## src/rtl/cpu_pkg.sv

```systemverilog
// Shared core types: datapath widths, PC increment and the fetch queue entry.
package cpu_pkg;
  localparam int XLEN = 32;
  localparam int ILEN = 32;
  localparam logic [XLEN-1:0] PC_STEP = XLEN'(4);

  typedef struct packed {
    logic [XLEN-1:0] pc;
    logic [ILEN-1:0] inst;
  } fetch_entry_t;
endpackage

```

## src/rtl/fetch_queue.sv

```systemverilog
// Synchronous FIFO of fetch entries; wrap-bit pointers give full/empty/count directly.
module fetch_queue
  import cpu_pkg::*;
#(
  parameter int DEPTH = 4,
  localparam int AW = $clog2(DEPTH)
) (
  input  logic         clk,
  input  logic         rst,
  input  logic         flush,
  input  logic         push,
  input  fetch_entry_t push_data,
  input  logic         pop,
  output fetch_entry_t head,
  output logic         empty,
  output logic         full,
  output logic [AW:0]  count
);
  fetch_entry_t mem [DEPTH];
  logic [AW:0] wr_ptr, rd_ptr;
  logic        do_push, do_pop;

  assign empty   = (wr_ptr == rd_ptr);
  assign full    = (wr_ptr[AW] != rd_ptr[AW]) && (wr_ptr[AW-1:0] == rd_ptr[AW-1:0]);
  assign count   = wr_ptr - rd_ptr;
  assign do_pop  = pop && !empty && !flush;
  // a pop frees the slot the push lands in, so a full queue still accepts push+pop
  assign do_push = push && (!full || do_pop) && !flush;
  assign head    = mem[rd_ptr[AW-1:0]];

  always_ff @(posedge clk or posedge rst) begin
    if (rst) begin
      wr_ptr <= '0;
      rd_ptr <= '0;
    end else if (flush) begin
      wr_ptr <= '0;
      rd_ptr <= '0;
    end else begin
      if (do_push) wr_ptr <= wr_ptr + 1'b1;
      if (do_pop)  rd_ptr <= rd_ptr + 1'b1;
    end
  end

  always_ff @(posedge clk) begin
    if (do_push) mem[wr_ptr[AW-1:0]] <= push_data;
  end
endmodule

```

## src/rtl/fetch_unit_pf.sv

```systemverilog
// Instruction-fetch front end: credit-limited imem requests, prefetch queue, redirect flush.
module fetch_unit_pf #(
  parameter int              XLEN     = 32,
  parameter int              ILEN     = 32,
  parameter int              DEPTH    = 4,
  parameter int              MAX_OUT  = 2,
  parameter logic [XLEN-1:0] RESET_PC = '0
) (
  input  logic            clk,
  input  logic            rst,
  output logic            imem_req_valid,
  input  logic            imem_req_ready,
  output logic [XLEN-1:0] imem_req_addr,
  input  logic            imem_rsp_valid,
  input  logic [ILEN-1:0] imem_rsp_data,
  output logic            if_id_valid,
  input  logic            if_id_ready,
  output logic [XLEN-1:0] if_id_pc,
  output logic [ILEN-1:0] if_id_inst,
  input  logic            redirect_i,
  input  logic [XLEN-1:0] redirect_pc_i
);
  import cpu_pkg::*;

  localparam int OW = $clog2(MAX_OUT + 1);
  localparam int AW = $clog2(DEPTH);

  logic [XLEN-1:0] fetch_pc, rsp_pc;
  logic [OW-1:0]   outstanding, discard;
  logic [AW:0]     count;
  logic            q_empty, q_full, q_push, q_pop;
  logic            req_fire, rsp_fire;
  fetch_entry_t    head, push_data;

  assign rsp_fire = imem_rsp_valid;

  // every request in flight already owns a queue slot, so responses never need back-pressure
  assign imem_req_valid = !rst && !redirect_i && (int'(outstanding) < MAX_OUT)
                          && ((int'(count) + int'(outstanding)) < DEPTH);
  assign imem_req_addr  = fetch_pc;
  assign req_fire       = imem_req_valid && imem_req_ready;

  assign q_push    = rsp_fire && (discard == '0) && !redirect_i;
  assign q_pop     = if_id_valid && if_id_ready && !redirect_i;
  assign push_data = '{pc: rsp_pc, inst: imem_rsp_data};

  assign if_id_valid = !q_empty;
  assign if_id_pc    = if_id_valid ? head.pc   : '0;
  assign if_id_inst  = if_id_valid ? head.inst : '0;

  fetch_queue #(.DEPTH(DEPTH)) u_queue (
    .clk      (clk),
    .rst      (rst),
    .flush    (redirect_i),
    .push     (q_push),
    .push_data(push_data),
    .pop      (q_pop),
    .head     (head),
    .empty    (q_empty),
    .full     (q_full),
    .count    (count)
  );

  always_ff @(posedge clk or posedge rst) begin
    if (rst) begin
      fetch_pc    <= RESET_PC;
      rsp_pc      <= RESET_PC;
      outstanding <= '0;
      discard     <= '0;
    end else if (redirect_i) begin
      fetch_pc    <= {redirect_pc_i[XLEN-1:2], 2'b00};
      rsp_pc      <= {redirect_pc_i[XLEN-1:2], 2'b00};
      outstanding <= outstanding - OW'(rsp_fire);
      discard     <= outstanding - OW'(rsp_fire);
    end else begin
      if (req_fire) fetch_pc <= fetch_pc + PC_STEP;
      if (q_push)   rsp_pc   <= rsp_pc + PC_STEP;
      outstanding <= outstanding + OW'(req_fire) - OW'(rsp_fire);
      if (rsp_fire && (discard != '0)) discard <= discard - OW'(1);
    end
  end

`ifndef SYNTHESIS
  a_counters: assert property (@(posedge clk) disable iff (rst)
    (discard <= outstanding) && (int'(outstanding) <= MAX_OUT));
  a_credit: assert property (@(posedge clk) disable iff (rst)
    (int'(count) + int'(outstanding)) <= DEPTH);
  a_no_overflow: assert property (@(posedge clk) disable iff (rst)
    !(q_push && q_full && !q_pop));
`endif
endmodule

```

## config.mk

```make
export PLATFORM = sky130hd
export DESIGN_NAME = fetch_unit_pf
export DESIGN_NICKNAME = d
export VERILOG_FILES = /design/src/rtl/cpu_pkg.sv /design/src/rtl/fetch_queue.sv /design/src/rtl/fetch_unit_pf.sv
export SDC_FILE = /design/constraint.sdc
export NUM_CORES = 1
export LEC_CHECK = 0
export CORE_MARGIN = 4
export CORE_UTILIZATION = 47
export DETAILED_ROUTE_END_ITERATION = 6
export DONT_BUFFER_PORTS = 1
export MAX_ROUTING_LAYER = met4
export PLACE_DENSITY = 0.61
export SLEW_MARGIN = 40
export SYNTH_ARGS = -nofsm -noshare
export SYNTH_HDL_FRONTEND = slang
export SYNTH_SLANG_ARGS = --single-unit
```

## constraint.sdc

```tcl
create_clock -name clk -period 6.7 [get_ports clk]
set_input_delay 0.335 -clock clk [delete_from_list [all_inputs] [get_ports clk]]
set_output_delay 0.335 -clock clk [all_outputs]
set_load 0.02 [all_outputs]
```

==> results.py <==
metrics = {
    "cts": {
        "post-cts-setup-buffer-count": 0,
        "root_buffer": "clkbuf_16",
        "htreeDepth": 2,
        "clkSinkCount": 318,
        "cts_tree": "built",
        "insertion_delay_ps": 500,
        "clockBufferDepth": 3,
        "path_clk_slew_ps": 60,
        "numCtsBuffers": 35,
    },
    "routing": {
        "routed_wl_um": 29300,
        "via_per_inst": 5.80,
        "first_pass_iters": 5,
        "wl_per_cell_um": 22.6,
        "drc": 0,
        "drtIter0Drc": 479,
        "ant_nets": 0,
        "via_count": 7500,
    },
    "timing": {
        "worstMarginPinSlew_ps": 784,
        "setup_tns_ps": 0,
        "hold_viol_final": 0,
        "fmaxAchievable_mhz": 251,
        "setup_ws_ps": 2720,
        "setup_viol": 0,
        "max_slew_margin": 0.475,
        "clock_skew_ps": 12.6,
        "finalCriticalPeriod_ps": 3980,
        "final-max-slew-violation-count": 0,
        "fin_crit_sh": 0.594,
        "rsz0062_at_grt": "false",
    },
    "placed_design": {
        "gp_congestion": 0.859,
        "post-place-ws_ps": 2720,
        "dp_hpwl_um": 18500,
        "io_buffers": 0,
    },
    "setup_path": {
        "crit_chain": "ha_1, inv_1, fa_1, ha_1, or4_4, nor4b_2, buf_4, inv_1, ha_1, inv_1, ha_1, xnor2_1, o21ai_0, xor2_1",
        "cpPeakStageDelay_ps": 710,
        "r2r-end": "outstanding[1]$_DFF_PP0_",
        "crit_start": "u_queue.rd_ptr[0]$_DFFE_PP0P_",
        "rrSetupSlack_ps": 2720,
        "critical_path_class": "reg -> reg",
        "rr_startpoint": "u_queue.rd_ptr[0]$_DFFE_PP0P_",
        "critPathSlowestCell": "dfrtp_4",
        "critPathCapture": "outstanding[1]$_DFF_PP0_",
        "cp_num_cells": 14,
        "crit_fanout": 21,
        "end_kind": "flip-flop",
        "start_kind": "flip-flop",
        "cpMostUsedCell": "ha_1",
        "path_delay_family": "adder cells",
        "worst_ep_arrival_time_ps": 4410,
        "cp.buffers_inverters": 4,
        "rr_worst_depth": 14,
        "crit_required_ps": 7130,
    },
    "cells_and_area": {
        "nets": 974,
        "drive_gt1_frac": 0.170,
        "num-fill-cells": 2289,
        "layout_common_cells": "248 x edfxtp_1, 68 x dfrtp_1, 64 x and2_1",
        "final_common_cell": "edfxtp_1",
        "utilization": 0.558,
        "area_growth_pct": 16.0,
        "multi_input_area_um2": 4090,
        "seq_area_um2": 9200,
    },
    "floorplan": {
        "fp.dieW_um": 177,
        "ios": 168,
        "die-area_um2": 31500,
        "dieHeight_um": 177,
        "initial_core_util": 0.481,
        "rows": 61,
        "core_area_um2": 28100,
    },
    "synth": {
        "yosys-top-cells-area": "edfxtp_1 55%, dfrtp_1 13%, mux4_2 10%",
        "synthFlopType": "edfxtp_1",
        "synth_area_um2": 13500,
        "synth_seq_cells": 318,
        "yosysWarnings": 0,
        "synth_cell_type_count": 50,
        "synth-edff-count": 248,
        "netlist_instances": 832,
        "yosys.area.top_type": "edfxtp_1",
        "ys_seq_area_frac": 0.682,
        "ys_async_sr_fraction": 0.220,
        "syn_area_per_cell_um2": 16.2,
        "synth_top_area_share": 0.552,
    },
    "global_routing": {
        "overflow": 0,
        "grt_max_degree": 71,
        "track_usage": 0.194,
        "antenna_found_initial": 1,
        "first_global_vias": 8161,
        "grt_first_pass_wirelength_um": 46300,
    },
    "min_path": {
        "worstHoldPathType": "in -> reg",
        "hold_depth": 2,
    },
    "power": {
        "leakage_nw": 5.28,
        "pwr_density_cell_nw_per_um2": 349,
        "ir_drop_uv": 168,
    },
    "run": {
        "maxCapViolCount": 0,
    },
    "run_status": {
        "status": "finished clean",
    },
}
==> Yosys cell counts, drive strengths merged (19+ instances only) <==
cell type,count
o21ai,28
xnor2,24
inv,19
nand4,22
mux2,19
and2,68
edfxtp,248
clkbuf,27
nand3,31
mux4,62
dfrtp,70
nand2,45
xor2,21
nor2,19
==> power breakdown <==
part / switching [W] / total, W / internal (W)
clock: 0.000736 / 0.00195 / 0.00121
combinational: 0.000672 / 0.00109 / 0.000423
sequential: 0.000166 / 0.00242 / 0.00226
==> layer usage <==
layer | vias up | part of all wire | track usage
li1 | 3336 | - | -
met1 | 3863 | 0.44 | 0.261
met2 | 254 | 0.47 | 0.304
met3 | 47 | 0.065 | 0.0407
met4 | 0 | 0.022 | 0.0577
met5 | - | 0 | -
==> registers in the layout, summed over array words and instances, names as in the netlist <==
signal / cells
outstanding: 2
u_queue.wr_ptr: 3
u_queue.mem: 248
u_queue.rd_ptr: 3
rsp_pc: 30
discard: 2
imem_req_addr: 30
==> area by class of cell <==
type                       count  area share
inverter                      19     0.00455
clock buffer                  46      0.0619
tap                          378      0.0302
clock inverter                16      0.0131
multi-input combinational    458       0.261
timing repair buffer          57      0.0413
antenna                        1    0.000160
sequential                   318       0.588
==> what timing repair did <==
| item | 4_1_cts | 5_1_grt |
|---|---|---|
| gates resized for setup | 0 | 0 |
| hold buffers | 45 | 0 |
| endpoints found under the hold margin | 243 | 0 |
==> worst reg2reg max path: stages (launching register included) <==
cell     delay (ps)
dfrtp_4         710
ha_1            230
inv_1            50
fa_1            450
ha_1            200
or4_4           430
nor4b_2         270
buf_4           240
inv_1           260
ha_1            370
inv_1            40
ha_1            190
xnor2_1         120
o21ai_0         180
xor2_1          170
==> how the worst min path moves through the flow <==
stage | slack (ps) | end | startpoint
floorplan | 430 | u_queue.mem[0][0]$_DFFE_PP_ | imem_rsp_data[0]
global placement | 400 | u_queue.rd_ptr[0]$_DFFE_PP0P_ | redirect_i
detailed placement | 410 | u_queue.rd_ptr[0]$_DFFE_PP0P_ | redirect_i
CTS | 4 | imem_req_addr[28]$_DFFE_PP0P_ | redirect_pc_i[28]
global route | 10 | imem_req_addr[28]$_DFFE_PP0P_ | redirect_pc_i[28]
finish | 20 | imem_req_addr[28]$_DFFE_PP0P_ | redirect_pc_i[28]
==> cell families after synthesis <==
kind of cell / after synthesis / synth area share
AOI/OAI and AO/OA: 68 / 0.0330
xor gates and xnor gates: 46 / 0.0309
adders and majority gates: 15 / 0.0145
buffers and inverters: 59 / 0.0182
DFF: 318 / 0.682
muxes: 84 / 0.122
other: 1 / 0.000278
and+or+nand+nor: 241 / 0.100
==> stage by stage <==
| step | std cells | cell area (um^2) | total power, W | hold WS, ps |
|---|---|---|---|---|
| floorplan | 835 | 13500 | 0.00331 | 434 |
| global placement | 1177 | 13900 | 0.00351 | 404 |
| detailed placement | 1185 | 14000 | 0.00355 | 408 |
| CTS | 1292 | 15700 | 0.00554 | 3.63 |
| global route | 1293 | 15700 | 0.00571 | 14.8 |
| finish | 1293 | 15700 | 0.00546 | 21.3 |
Power figures use the tool's default switching activity.
